## src/rtl/random_pkg.sv

```systemverilog
// Shared definitions for the random_range source: xorshift shift triples,
// control FSM encoding and the rejection-sampling mask helper.
`timescale 1ns/1ps
package random_pkg;

  localparam int XS32_A = 13;
  localparam int XS32_B = 17;
  localparam int XS32_C = 5;

  localparam int XS16_A = 7;
  localparam int XS16_B = 9;
  localparam int XS16_C = 8;

  typedef enum logic {
    SEARCH = 1'b0,
    HOLD   = 1'b1
  } fsm_t;

  // Smallest all-ones value covering limit-1; limit==0 selects the full width.
  function automatic logic [31:0] mask_from_limit(input logic [31:0] limit, input int width);
    logic [31:0] m;
    if (limit == 32'd0) begin
      m = (width >= 32) ? 32'hFFFF_FFFF : ((32'd1 << width) - 32'd1);
    end else begin
      m = limit - 32'd1;
      m = m | (m >> 1);
      m = m | (m >> 2);
      m = m | (m >> 4);
      m = m | (m >> 8);
      m = m | (m >> 16);
    end
    return m;
  endfunction

endpackage

```

## src/rtl/xorshift_step.sv

```systemverilog
// Combinational xorshift next-state function for 16- or 32-bit generators.
`timescale 1ns/1ps
module xorshift_step
  import random_pkg::*;
#(
  parameter int STATE_W = 32
) (
  input  logic [STATE_W-1:0] x,
  output logic [STATE_W-1:0] y
);

  localparam int SA = (STATE_W == 16) ? XS16_A : XS32_A;
  localparam int SB = (STATE_W == 16) ? XS16_B : XS32_B;
  localparam int SC = (STATE_W == 16) ? XS16_C : XS32_C;

  logic [STATE_W-1:0] t0;
  logic [STATE_W-1:0] t1;

  assign t0 = x ^ (x << SA);
  assign t1 = t0 ^ (t0 >> SB);
  assign y  = t1 ^ (t1 << SC);

endmodule

```

## src/rtl/random_range.sv

```systemverilog
// Bounded-range random draws by rejection sampling over an xorshift state.
// Define RANDOM_RANGE_STATS_EN to add the saturating 'rejects' counter port.
`timescale 1ns/1ps
module random_range
  import random_pkg::*;
#(
  parameter int                 STATE_W      = 32,
  parameter int                 OUT_W        = 8,
  parameter logic [STATE_W-1:0] SEED_DEFAULT = STATE_W'(1)
) (
  input  logic               clk,
  input  logic               rst,
  input  logic               seed_load,
  input  logic [STATE_W-1:0] seed,
  input  logic [OUT_W-1:0]   limit,
  output logic               out_valid,
  input  logic               out_ready,
  output logic [OUT_W-1:0]   out_value
`ifdef RANDOM_RANGE_STATS_EN
  ,
  output logic [15:0]        rejects
`endif
);

  if (STATE_W != 16 && STATE_W != 32) begin : g_bad_state_w
    $error("random_range: STATE_W must be 16 or 32");
  end
  if (OUT_W < 1 || OUT_W > STATE_W) begin : g_bad_out_w
    $error("random_range: OUT_W must be in 1..STATE_W");
  end

  // A zero state would lock the generator, so a zero default becomes 1.
  localparam logic [STATE_W-1:0] SEED_INIT =
    (SEED_DEFAULT == '0) ? STATE_W'(1) : SEED_DEFAULT;

  fsm_t               fsm_reg, fsm_next;
  logic [STATE_W-1:0] state_reg, state_next;
  logic [STATE_W-1:0] step_out;
  logic               valid_reg, valid_next;
  logic [OUT_W-1:0]   value_reg, value_next;
  logic [OUT_W-1:0]   mask;
  logic [OUT_W-1:0]   cand;
  logic               accept;

  xorshift_step #(.STATE_W(STATE_W)) u_step (
    .x (state_reg),
    .y (step_out)
  );

  assign mask   = OUT_W'(mask_from_limit(32'(limit), OUT_W));
  assign cand   = state_reg[OUT_W-1:0] & mask;
  assign accept = (limit == '0) || (cand < limit);

`ifdef RANDOM_RANGE_STATS_EN
  logic [15:0] rejects_reg, rejects_next;
  assign rejects = rejects_reg;
`endif

  always_ff @(posedge clk or posedge rst) begin
    if (rst) begin
      fsm_reg   <= SEARCH;
      state_reg <= SEED_INIT;
      valid_reg <= 1'b0;
      value_reg <= '0;
`ifdef RANDOM_RANGE_STATS_EN
      rejects_reg <= '0;
`endif
    end else begin
      fsm_reg   <= fsm_next;
      state_reg <= state_next;
      valid_reg <= valid_next;
      value_reg <= value_next;
`ifdef RANDOM_RANGE_STATS_EN
      rejects_reg <= rejects_next;
`endif
    end
  end

  always_comb begin
    fsm_next   = fsm_reg;
    state_next = state_reg;
    valid_next = valid_reg;
    value_next = value_reg;
`ifdef RANDOM_RANGE_STATS_EN
    rejects_next = rejects_reg;
`endif
    if (seed_load) begin
      state_next = (seed != '0) ? seed : STATE_W'(1);
      valid_next = 1'b0;
      fsm_next   = SEARCH;
`ifdef RANDOM_RANGE_STATS_EN
      rejects_next = '0;
`endif
    end else begin
      case (fsm_reg)
        SEARCH: begin
          state_next = step_out;
          if (accept) begin
            value_next = cand;
            valid_next = 1'b1;
            fsm_next   = HOLD;
          end
`ifdef RANDOM_RANGE_STATS_EN
          else if (rejects_reg != 16'hFFFF) begin
            rejects_next = rejects_reg + 16'd1;
          end
`endif
        end
        HOLD: begin
          // out_value deliberately keeps the stale draw after the handshake.
          if (valid_reg && out_ready) begin
            valid_next = 1'b0;
            fsm_next   = SEARCH;
          end
        end
        default: fsm_next = SEARCH;
      endcase
    end
  end

  assign out_valid = valid_reg;
  assign out_value = value_reg;

endmodule

```

## config.mk

```make
export PLATFORM = sky130hd
export DESIGN_NAME = random_range
export DESIGN_NICKNAME = d
export VERILOG_FILES = /design/src/rtl/random_pkg.sv /design/src/rtl/xorshift_step.sv /design/src/rtl/random_range.sv
export SDC_FILE = /design/constraint.sdc
export NUM_CORES = 1
export LEC_CHECK = 0
export CAP_MARGIN = 20
export CELL_PAD_IN_SITES_DETAIL_PLACEMENT = 1
export CELL_PAD_IN_SITES_GLOBAL_PLACEMENT = 2
export CORE_UTILIZATION = 46
export CTS_BUF_LIST = sky130_fd_sc_hd__clkbuf_8
export CTS_CLUSTER_SIZE = 20
export DETAILED_ROUTE_END_ITERATION = 7
export DONT_BUFFER_PORTS = 1
export PLACE_DENSITY = 0.95
export SETUP_SLACK_MARGIN = 0.15
export SLEW_MARGIN = 20
export SYNTH_ARGS = -nofsm -noshare
export SYNTH_HDL_FRONTEND = slang
export SYNTH_SLANG_ARGS = --single-unit
```

## constraint.sdc

```tcl
create_clock -name clk -period 5.3 [get_ports clk]
set_input_delay 0.265 -clock clk [delete_from_list [all_inputs] [get_ports clk]]
set_output_delay 0.265 -clock clk [all_outputs]
set_load 0.1 [all_outputs]
```

== Word-level counts from Yosys, hierarchy flattened ==
Index checks and enable logic that the tools add are counted.
Word-level totals
  bits in registers: 42
  bits of input ports: 44
  logic and storage cells: 38
Operators by class
  bitwise operators: 11
  reduce and logical (&&, ||, !) cells: 6
  $add $sub $neg: 1
  magnitude comparators: 1
  equal/unequal tests: 3
  mux-type cells: 12
Operators by type and width (number)
  $mux W32: 3
  $xor A32 B32 Y32: 2
  $or A32 B28 Y32: 1
  $or A32 B30 Y32: 1
  $or A32 B31 Y32: 1
  $reduce_bool A32 Y1: 1
  $xor A32 B15 Y32: 1
  $or A24 B24 Y24: 1
  $sub A8 B1 Y9 const B: 1
  $and A8 B8 Y8: 1
  $logic_not A8 Y1: 1
  $lt A8 B8 Y1: 1
  $mux W8: 1
  $or A8 B8 Y8: 1
  $mux W1: 6
  $pmux W1 S2: 2
  $ne A3 B2 Y1 const B: 1
  $ne A3 B3 Y1 const B: 1
  $reduce_and A3 Y1: 1
  $ne A2 B2 Y1 const B: 1
  $not A1 Y1: 2
  $reduce_and A2 Y1: 1
  $logic_and A1 B1 Y1: 1
  $logic_or A1 B1 Y1: 1

== Logic depth before layout (Yosys ltp) ==
Gate-level depths: netlist of the first run.
  word-level depth: 13
  gate-level depth with buffers: 12

== Modules after synthesis ==
Synthesis of the first run repeated with hierarchy kept, for this count alone.
Second synthesis, totals
  cells, all modules: 310
  area total of the unflattened synthesis: 3223.1 sq um
By module, submodules not included
  random_range: area an instance 2453.6 sq um, cells each 252, times used 1
  xorshift_step: area an instance 769.5 sq um, cells each 58, times used 1

== Least setup slack after synthesis of the first run ==
No wires, ideal clock.
  path type: input-to-reg
  start: in limit[1]
  end: reg value_reg[1] (netlist: out_value[1])
  arrival: 3.146 ns
  required time: 5.175 ns
  cell stages on the path: 12
  buffers on the path: 0
  slack: 2.028 ns
  cells stage by stage: inv_1 > ha_1 > nor3b_1 > xnor2_1 > o2111ai_2 > and2_2 > ha_1 > a21o_1 > a221oi_1 > nand2_1 > o311ai_4 > mux2_2
On the way
  longest elaborated chain between the ends: 11
  elaborated cells on any way between the ends: 12
  classes of those cells: 1 x add/sub; 1 x order compare; 1 x mux; 6 x bitwise; 3 x reduce/logical
RTL lines
  from (decl): line random_range.sv:15  | input logic [OUT_W-1:0] limit,
  $sub A8 B1 Y9: line random_pkg.sv:25  | m = limit - 32'd1;
  $or A32 B31 Y32: line random_pkg.sv:26  | m = m | (m >> 1);
  $or A32 B30 Y32: line random_pkg.sv:27  | m = m | (m >> 2);
  $or A32 B28 Y32: line random_pkg.sv:28  | m = m | (m >> 4);
  $or A24 B24 Y24: line random_pkg.sv:29  | m = m | (m >> 8);
  $or A8 B8 Y8: line random_pkg.sv:30  | m = m | (m >> 16);
  $mux W8 (*): line random_pkg.sv:22  | if (limit == 32'd0) begin
  $and A8 B8 Y8 (*): line random_range.sv:51  | assign cand = state_reg[OUT_W-1:0] & mask;
  net cand[2]: line random_range.sv:42  | logic [OUT_W-1:0] cand;
  $lt A8 B8 Y1 (*): line random_range.sv:52  | assign accept = (limit == '0) || (cand < limit);
  $logic_or A1 B1 Y1 (*): line random_range.sv:52
  $reduce_and A3 Y1 (no line) (*)
  to (signal assigned): line random_range.sv:72  | value_reg <= value_next;
  to (decl): line random_range.sv:40  | logic [OUT_W-1:0] value_reg, value_next;
The timed path passes the listed nets; every way through them passes the cells marked *.
A chain may end at the register's enable or synchronous reset.

== Final worst setup path of the first run ==
  start: in limit[1]
  end: reg value_reg[2] (netlist: out_value[2])
On the way
  longest elaborated chain between the ends: 11
  elaborated cells on any way between the ends: 12
  classes of those cells: 1 x add/sub; 1 x order compare; 1 x mux; 6 x bitwise; 3 x reduce/logical
RTL lines (line)
  $sub A8 B1 Y9: random_pkg.sv:25
  $or A32 B31 Y32: random_pkg.sv:26
  $or A32 B30 Y32: random_pkg.sv:27
  $or A32 B28 Y32: random_pkg.sv:28
  $or A24 B24 Y24: random_pkg.sv:29
  $or A8 B8 Y8: random_pkg.sv:30
  $mux W8 (*): random_pkg.sv:22
  $and A8 B8 Y8 (*): random_range.sv:51
  net cand[2]: random_range.sv:42
  $lt A8 B8 Y1: random_range.sv:52
  $logic_or A1 B1 Y1: random_range.sv:52
  $reduce_and A3 Y1 (no line)
Marked as above.

==> flow_metrics.env, run 1 <==
export IMPL_rrSetupSlack_ns=2.34
export IMPL_syn_inst=300
export IMPL_hold_buffers=1
export IMPL_ant_nets=0
export IMPL_cp_max_fo=9
export IMPL_rr_worst_depth=8
export IMPL_hold_path_class="primary input to flip-flop"
export IMPL_largest_reg_flops=32
export IMPL_drc=0
export IMPL_instances_no_fill=380
export IMPL_synth_cell_type_count=43
export IMPL_r2r_end="out_value[2]$_DFFE_PP0P_"
export IMPL_final_core_util_pct=51.5
export IMPL_drv_cap=0
export IMPL_ys_warn_count=0
export IMPL_syn_num_nets=353
export IMPL_core_um2=6490
export IMPL_grt_max_degree=43
export IMPL_ys_seq_area_share_pct=33.2
export IMPL_synth_edf_count=0
export IMPL_grt_usage_pct=23.5
export IMPL_critPathLaunchType="primary input"
export IMPL_wirelength_mm=7.69
export IMPL_grt_pass1_vias=2457
export IMPL_gp_congestion=0.787
export IMPL_cp_end_kind="flip-flop"
export IMPL_clock_sinks=42
export IMPL_hpwlAfterDp_mm=5.98
export IMPL_critical_path_class="primary input to flip-flop"
export IMPL_die_y_um=85.0
export IMPL_hold_end="state_reg[0]$_DFFE_PP1N_"
export IMPL_status="finished clean"
export IMPL_via_count=2193
export IMPL_final_nets=355
export IMPL_placed_cells_incl_taps=371
export IMPL_ctsRootBufferMaster="clkbuf_8"
export IMPL_mostFrequentLayoutCell="dfrtp_1"
export IMPL_r2r_start="state_reg[3]$_DFFE_PP0N_"
export IMPL_synth_top_area_share_pct=32.3
export IMPL_grt_antenna_before_repair=0
export IMPL_yosysTopAreaCell="dfrtp_1"
export IMPL_most_common_layout_cells="dfrtp_1 (41), xnor2_1 (37), xor2_1 (35), mux2_2 (32), nor2_1 (28)"
export IMPL_num_rows=29
export IMPL_grt_pass1_wl_mm=12.7
export IMPL_via_per_inst=5.77
export IMPL_cts_tree="built"
export IMPL_start_util_pct=48.8
export IMPL_ys_ff_latch=42
export IMPL_period_share_pct=63.7
export IMPL_cts_buffers=5
export IMPL_fmax_ghz=0.296
export IMPL_chipWidth_um=85.0
export IMPL_worst_ep_arrival_time_ns=3.56
export IMPL_dieArea_um2=7230
export IMPL_synthTopCellsByArea="dfrtp_1 (32%), mux2_2 (11%), xnor2_1 (10%), xor2_1 (9.7%), xor3_1 (3.7%)"
export IMPL_synth_area_per_cell_um2=10.6
export IMPL_drt_pass1_iterations=4
export IMPL_drv_slew=0
export IMPL_wl_per_cell_um=20.2
export IMPL_io_buffers=0
export IMPL_hp_start="seed_load"
export IMPL_drtIter0Drc=79
export IMPL_maxSlewHeadroom_pct=37.1
export IMPL_period_needed_ns=3.38
export IMPL_htreeDepth=2
export IMPL_clkTransAtPathRegs_ns=0.08
export IMPL_pin_count=53
export IMPL_clockBufferDepth=2
export IMPL_clk_latency_ns=0.30
export IMPL_hold_viol=0
export IMPL_fin_skew_ns=0.00864
export IMPL_grt_overflow=0
export IMPL_crit_required_ns=5.49
export IMPL_syn_cell_area_um2=3170
export IMPL_holdPathStages=1
export IMPL_ctsResizeCount=0
export IMPL_drive_above_1_share_pct=16.8
export IMPL_synthArstFlopShare_pct=100
export IMPL_postCtsSetupBuffers=0
export IMPL_syn_to_final_growth_pct=5.48
export IMPL_tns_ns=0
export IMPL_diodes=0
export IMPL_synthFlopType="dfrtp_1"
export IMPL_rsz0062_at_grt="no"
export IMPL_tightest_slew_ns=0.943
export IMPL_setup_viol=0
-- worst max-delay path by stage --
stage                         from                        to  slack, ns  cells past startpoint
after detailed placement  limit[1]  out_value[7]$_DFFE_PP0P_       1.63                     12
after global placement    limit[1]  out_value[2]$_DFFE_PP0P_       1.73                     12
after floorplan           limit[1]  out_value[1]$_DFFE_PP0P_       2.03                     12
final                     limit[1]  out_value[2]$_DFFE_PP0P_       1.92                     12
after global routing      limit[1]  out_value[2]$_DFFE_PP0P_       1.67                     12
after CTS                 limit[1]  out_value[2]$_DFFE_PP0P_       1.95                     12
-- critical path, stage by stage --
cell and delay (ns):
inv_1 0.08, ha_1 0.25, nor3b_1 0.25, xnor2_1 0.21, o2111ai_2 0.27, and2_2 0.27, ha_1 0.29, a21o_1 0.16
a221oi_1 0.36, nand2_1 0.19, o311ai_4 0.57, mux2_2 0.40
-- cell usage after synthesis (2+ instances only) --
library cell,instances
a31o_2,2
o211ai_1,3
nand2_1,11
nor3_1,3
nand3_1,2
ha_1,9
nor2_1,28
and2_1,2
nand2b_1,8
xnor3_1,5
nor4_1,8
dfrtp_1,41
nand4_1,3
a22oi_1,2
mux2i_1,4
xnor2_1,37
clkbuf_1,7
o21ai_0,8
mux2_2,32
o21a_1,7
and3_1,3
xor3_1,5
inv_1,14
xor2_1,35
a21oi_1,2
a32oi_1,2
-- metrics by stage --
stage | setup WS (ns) | cell area (µm²) | hold WS (ns)
finish | 1.92 | 3350 | 0.0146
global route | 1.67 | 3350 | 0.00432
CTS | 1.95 | 3350 | 0.00185
detailed placement | 1.63 | 3250 | 0.323
global placement | 1.73 | 3250 | 0.321
floorplan | 2.03 | 3170 | 0.382
-- metal layers --
metal	GRT usage [%]	routed length [µm]	up-vias	part of all wire [%]
met1	28.3	3170	1072	41
li1	-	-	1044	-
met2	39.6	3770	60	49
met3	6.91	544	17	7.1
met5	0	0	-	0
met4	9.24	206	0	2.7
-- cell families after synthesis --
logic type / count (synthesis) / synth area share [%]
simple gates: 73 / 11.6
compound gates: 35 / 8.92
xor+xnor: 82 / 27.2
fa+ha+maj: 9 / 3.55
buf+inv: 23 / 2.96
mux: 36 / 12.6
flops: 42 / 33.2
-- cell type report --
type | count | area (µm²)
clock buffers | 5 | 68.8
well taps | 77 | 96.3
repair buffers | 4 | 32.5
multi-input cells | 235 | 2030
inverters | 14 | 52.6
fillers | 711 | 3150
clock inverters | 3 | 17.5
flip-flops and latches | 42 | 1050
Power of run 1 is left out: the tool's default activity adds up to more than one toggle a clock period on the data nets, which glitch-free logic cannot reach.
==> inputs of run 2 (changes only) <==
ABC_AREA = 1   (was default)
CORE_UTILIZATION = 37   (was 46)
PLACE_DENSITY = 0.92   (was 0.95)
clock period = 3.4 ns   (was 5.3 ns; I/O delays follow)
==> run 2 against run 1 <==
- sequential share of layout area increased by 1.2 points
- first-iteration DRC count increased by 39%
- design area decreased by 3.7%
- global-route usage increased by 0.57 points
- synthesized cell count increased by 32%
- die area increased by 15%
- sequential cell count unchanged
- area after synthesis decreased by 7.2%
- critical path type unchanged
==> flow_metrics.env, run 2 <==
export IMPL_dieArea_um2=8320
export IMPL_synth_cell_type_count=34
export IMPL_synth_edf_count=0
export IMPL_ys_warn_count=0
export IMPL_ctsResizeCount=0
export IMPL_grt_overflow=0
export IMPL_synthArstFlopShare_pct=100
export IMPL_ys_seq_area_share_pct=35.7
export IMPL_num_rows=32
export IMPL_ctsRootBufferMaster="clkbuf_8"
export IMPL_wl_per_cell_um=18.9
export IMPL_drv_slew=0
export IMPL_drc=0
export IMPL_synth_top_area_share_pct=34.8
export IMPL_syn_num_nets=449
export IMPL_final_core_util_pct=41.7
export IMPL_clock_sinks=42
export IMPL_syn_inst=396
export IMPL_ys_ff_latch=42
export IMPL_clockBufferDepth=2
export IMPL_pin_count=53
export IMPL_mostFrequentLayoutCell="nand2_1"
export IMPL_hold_viol=0
export IMPL_seq_power_share_pct=34.0
export IMPL_via_per_inst=5.49
export IMPL_crit_required_ns=3.59
export IMPL_power_share_clock_pct=12.8
export IMPL_p_leak_nw=1.51
export IMPL_tightest_slew_ns=0.916
export IMPL_grt_pass1_wl_mm=15.4
export IMPL_period_needed_ns=2.51
export IMPL_hold_buffers=3
export IMPL_synthFlopType="dfrtp_1"
export IMPL_critical_path_most_common_cell="nand2_1"
export IMPL_cts_tree="built"
export IMPL_hpwlAfterDp_mm=7.22
export IMPL_worst_ep_arrival_time_ns=2.70
export IMPL_ir_worst_vdd_v=0.000425
export IMPL_grt_max_degree=43
export IMPL_maxSlewHeadroom_pct=38.9
export IMPL_grt_antenna_before_repair=0
export IMPL_clkTransAtPathRegs_ns=0.09
export IMPL_cellPowerDensity_nw_per_um2=1220
export IMPL_htreeDepth=2
export IMPL_io_buffers=0
export IMPL_fin_skew_ns=0.00890
export IMPL_most_common_layout_cells="nand2_1 (78), inv_1 (51), a21oi_1 (43), dfrtp_1 (41), nor2_1 (37)"
export IMPL_syn_to_final_growth_pct=9.43
export IMPL_p_int_mw=1.86
export IMPL_yosysTopAreaCell="dfrtp_1"
export IMPL_ys_top_cells_by_count="nand2_1 (78), inv_1 (52), a21oi_1 (43), dfrtp_1 (41), nor2_1 (37)"
export IMPL_cp_max_fo=10
export IMPL_drv_cap=0
export IMPL_critPathLaunchType="primary input"
export IMPL_postCtsSetupBuffers=0
export IMPL_grt_usage_pct=24.1
export IMPL_wirelength_mm=9.47
export IMPL_setup_viol=0
export IMPL_total_power_mw=3.93
export IMPL_tns_ns=0
export IMPL_final_nets=451
export IMPL_cp_slowest_cell="nor4_1"
export IMPL_critical_path_class="primary input to flip-flop"
export IMPL_hold_path_class="primary input to flip-flop"
export IMPL_drt_pass1_iterations=5
export IMPL_syn_cell_area_um2=2940
export IMPL_drtIter0Drc=110
export IMPL_die_y_um=91.2
export IMPL_switching_share_pct=52.6
export IMPL_critPathMaxStageDelay_ns=0.39
export IMPL_fmax_ghz=0.399
export IMPL_start_util_pct=38.1
export IMPL_largest_reg_flops=32
export IMPL_period_share_pct=73.8
export IMPL_grt_pass1_vias=2882
export IMPL_fillCellCount=982
export IMPL_via_count=2751
export IMPL_cp_end_kind="flip-flop"
export IMPL_crit_chain="inv_1 > ha_1 > nand2_1 > xor2_1 > nor4_1 > nand2_1 > nor2_1 > a21boi_0 > ha_1 > nand2_1 > nand2_1 > nand2_1 > nand2_1 > nand2_1 > nand2_2 > nand2_4 > nand2_4 > nand2_1 > nand2_1"
export IMPL_comb_power_share_pct=53.1
export IMPL_ant_nets=0
export IMPL_clk_latency_ns=0.31
export IMPL_status="finished clean"
export IMPL_rsz0062_at_grt="no"
export IMPL_cts_buffers=5
export IMPL_yosys_cell_count_top_type="nand2_1"
export IMPL_diodes=0
export IMPL_gp_congestion=0.814
export IMPL_p_switching_mw=2.07
export IMPL_core_um2=7730
export IMPL_synth_area_per_cell_um2=7.43
export IMPL_chipWidth_um=91.2
export IMPL_synthTopCellsByArea="dfrtp_1 (35%), nand2_1 (9.9%), a21oi_1 (7.3%), xnor2_1 (6.8%), inv_1 (6.6%)"
export IMPL_drive_above_1_share_pct=7.02
run 2: cell types whose count changed in the layout (fill, tap and decap cells not counted), sizes merged, moves of 7 or more:
cell / previous run / this run
nor2: 28 / 41
o21ai: 8 / 15
inv: 14 / 51
xnor2: 37 / 23
nand2: 11 / 85
mux2: 32 / 0
o21a: 7 / 0
xor2: 35 / 15
nand3: 2 / 15
nand2b: 8 / 0
a21oi: 2 / 43
run 2: worst paths after layout:
kind / start / endpoint / slack, ns / depth (start not counted)
setup / recovery: limit[0] / out_value[4]$_DFFE_PP0P_ / 0.89 / 19
hold / removal: seed[4] / state_reg[4]$_DFFE_PP0N_ / 0.009 / 2
setup reg to reg: state_reg[5]$_DFFE_PP0N_ / out_value[4]$_DFFE_PP0P_ / 1.26 / 10
hold reg to reg: state_reg[19]$_DFFE_PP0N_ / state_reg[19]$_DFFE_PP0N_ / 0.57 / 2
max in group asynchronous: rst / state_reg[31]$_DFFE_PP0N_ / 2.55 / 3
min in group asynchronous: rst / state_reg[21]$_DFFE_PP0N_ / 0.45 / 3
run 2: logic make-up (layout without fill, tap and decap cells):
| logic type | Yosys count | after routing | synth area share [%] |
|---|---|---|---|
| compound gates | 85 | 85 | 17.0 |
| xor+xnor | 38 | 38 | 11.3 |
| fa+ha+maj | 9 | 9 | 3.82 |
| buf+inv | 63 | 66 | 8.16 |
| flops | 42 | 42 | 35.7 |
| simple gates | 159 | 159 | 23.9 |
run 2: critical path, delay by kind of cell:
family                     cells  cell delay [ns]
xor gates and xnor gates       1             0.17
buffers and inverters          1             0.09
adders and majority gates      2             0.55
and+or+nand+nor               14             1.53
AOI/OAI and AO/OA              1             0.18
run 2: cell type report:
cell class	count	area [µm²]	area share (%)
multi-input cells	291	1650	51.3
clock inverters	2	60.1	1.86
well taps	102	128	3.96
clock buffers	6	82.6	2.56
repair buffers	6	52.6	1.63
inverters	52	195	6.06
flip-flops and latches	42	1050	32.7
run 2: layer usage:
layer / global-route usage, % / wire (µm)
met1: 33.0 / 4260
met2: 38.6 / 4480
met3: 4.94 / 560
met4: 6.22 / 167
met5: 0 / 0
run 2: per-stage QoR:
stage / setup slack, ns / cells / hold WS (ns) / area (µm²)
2_1_floorplan: 1.03 / 396 / 0.297 / 2940
3_3_place_gp: 0.762 / 490 / 0.227 / 3050
3_5_place_dp: 0.557 / 490 / 0.230 / 3050
4_1_cts: 0.891 / 501 / 0.00238 / 3220
5_1_grt: 0.558 / 501 / 0.0195 / 3220
6_report: 0.892 / 501 / 0.00872 / 3220
run 2: power groups by stage:
stage	logic (mW)	clock network, mW	registers, mW
global placement	1.97	0	1.34
detailed placement	2.05	0	1.35
floorplan	1.62	0	1.27
CTS	2.09	0.515	1.34
global route	2.34	0.525	1.37
finish	2.09	0.503	1.34
(Power assumes the default switching activity.)
==> inputs of run 3 (changes only) <==
clock period = 2.4 ns   (was 3.4 ns; I/O delays follow)
==> run 3 against run 2 <==
- hold slack worse by 0.0029 ns
- die area unchanged
- sequential share of layout area is 2.8 points lower
- non-clock buffer count is 33 higher
- critical path depth increased by 1
- global-route usage rose by 0.55 points
- largest power group unchanged
==> flow_metrics.env, run 3 (synthesis gave the netlist of run 2 again) <==
export IMPL_dieArea_um2=8320
export IMPL_critPathLaunchType="primary input"
export IMPL_final_core_util_pct=45.6
export IMPL_worst_ep_arrival_time_ns=2.33
export IMPL_grt_pass1_vias=2955
export IMPL_ctsRootBufferMaster="clkbuf_8"
export IMPL_crit_required_ns=2.65
export IMPL_period_needed_ns=2.08
export IMPL_period_share_pct=86.6
export IMPL_critical_path_most_common_cell="nand2_1"
export IMPL_diodes=0
export IMPL_grt_pass1_wl_mm=15.6
export IMPL_drv_cap=0
export IMPL_grt_antenna_before_repair=0
export IMPL_largest_reg_flops=32
export IMPL_tightest_slew_ns=0.859
export IMPL_p_leak_nw=1.65
export IMPL_rsz0062_at_grt="no"
export IMPL_cts_buffers=5
export IMPL_fin_skew_ns=0.00989
export IMPL_cp_slowest_cell="nor4_4"
export IMPL_final_nets=484
export IMPL_drv_slew=0
export IMPL_critical_path_class="primary input to flip-flop"
export IMPL_start_util_pct=38.1
export IMPL_hold_viol=0
export IMPL_via_count=2867
export IMPL_clockBufferDepth=2
export IMPL_most_common_layout_cells="nand2_1 (78), inv_1 (50), a21oi_1 (43), dfrtp_1 (41), nor2_1 (36)"
export IMPL_critPathMaxStageDelay_ns=0.29
export IMPL_chipWidth_um=91.2
export IMPL_cp_end_kind="flip-flop"
export IMPL_via_per_inst=5.37
export IMPL_drc=0
export IMPL_hold_path_class="primary input to flip-flop"
export IMPL_crit_chain="inv_1 > ha_4 > nand3_1 > nand2_1 > nand2_2 > nor4_4 > nand2_1 > nor2_2 > a21boi_1 > ha_1 > nand2_1 > nand2_1 > nand2_1 > nand2_1 > nand2_1 > nand2_2 > nand2_4 > buf_6 > nand3_1 > nand2_1"
export IMPL_drtIter0Drc=134
export IMPL_clk_latency_ns=0.31
export IMPL_io_buffers=0
export IMPL_wl_per_cell_um=18.1
export IMPL_cts_tree="built"
export IMPL_hold_slack_ns=0.00581
export IMPL_grt_overflow=0
export IMPL_syn_to_final_growth_pct=19.8
export IMPL_drt_pass1_iterations=4
export IMPL_grt_max_degree=26
export IMPL_clock_sinks=42
export IMPL_core_um2=7730
export IMPL_hpwlAfterDp_mm=7.27
export IMPL_status="finished clean"
export IMPL_cellPowerDensity_nw_per_um2=1600
export IMPL_wirelength_mm=9.64
export IMPL_cp_max_fo=6
export IMPL_ir_worst_vdd_v=0.000625
export IMPL_clkTransAtPathRegs_ns=0.09
export IMPL_mostFrequentLayoutCell="nand2_1"
export IMPL_fmax_ghz=0.481
export IMPL_setup_viol=0
export IMPL_htreeDepth=2
export IMPL_gp_congestion=0.813
export IMPL_die_y_um=91.2
export IMPL_grt_usage_pct=24.6
export IMPL_num_rows=32
export IMPL_ant_nets=0
export IMPL_maxSlewHeadroom_pct=42.4
export IMPL_pin_count=53
export IMPL_drive_above_1_share_pct=12.7
==> run 3: critical path, delay by kind of cell <==
family	cells	cell delay, ns
buffers and inverters	2	0.22
AO/OA/AOI/OAI	1	0.09
AND/OR/NAND/NOR	15	1.46
adder cells (fa/ha/maj)	2	0.44
==> run 3: what timing repair did <==
item,4_1_cts,5_1_grt
hold buffers,16,0
setup endpoints to repair,8,10
resized for setup,1,13
buffers inserted,0,3
endpoints found under the hold margin,40,0
pin swaps,0,4
==> run 3: power by group <==
group	leakage [nW]	internal, mW	switching (mW)	total, mW
combinational	1.10	1.30	2.37	3.67
sequential	0.496	1.08	0.325	1.40
clock	0.0579	0.307	0.276	0.583
==> run 3: stage by stage <==
step	cells	setup TNS [ns]	worst slack (ns)	area (µm²)	power [mW]
after global routing	534	0	0.149	3530	6.15
after floorplan	396	0	0.172	2950	4.09
final	534	0	0.321	3530	5.66
after CTS	531	0	0.218	3450	5.58
after global placement	507	-0.945	-0.114	3180	4.79
after detailed placement	507	-1.95	-0.223	3180	4.94
==> run 3: path summary, 6_finish.rpt <==
path	start	end	slack (ns)	cells past startpoint
max in group asynchronous	rst	state_reg[0]$_DFFE_PP1N_	1.29	3
min in group asynchronous	rst	state_reg[8]$_DFFE_PP0N_	0.32	2
worst max register to register	state_reg[5]$_DFFE_PP0N_	out_value[7]$_DFFE_PP0P_	0.39	10
worst min-delay path	seed[8]	state_reg[8]$_DFFE_PP0N_	0.006	2
worst min register to register	out_value[6]$_DFFE_PP0P_	out_value[6]$_DFFE_PP0P_	0.48	2
worst max-delay path	limit[1]	out_value[7]$_DFFE_PP0P_	0.32	20
==> run 3: final cells by class <==
cell class | instances | area (µm²)
multi-input cells | 291 | 1710
clock inverters | 3 | 40.0
fillers | 964 | 4200
well taps | 102 | 128
inverters | 52 | 195
repair buffers | 39 | 337
flip-flops and latches | 42 | 1050
clock buffers | 5 | 68.8
==> run 3: layer usage <==
metal	share of wire (%)	wire, µm	global-route usage [%]	up-vias
met5	0	0	0	-
met1	47	4500	32.5	1410
met3	4.9	470	5.11	17
met2	46	4420	39.6	69
met4	2.6	253	9.26	0
li1	-	-	-	1371
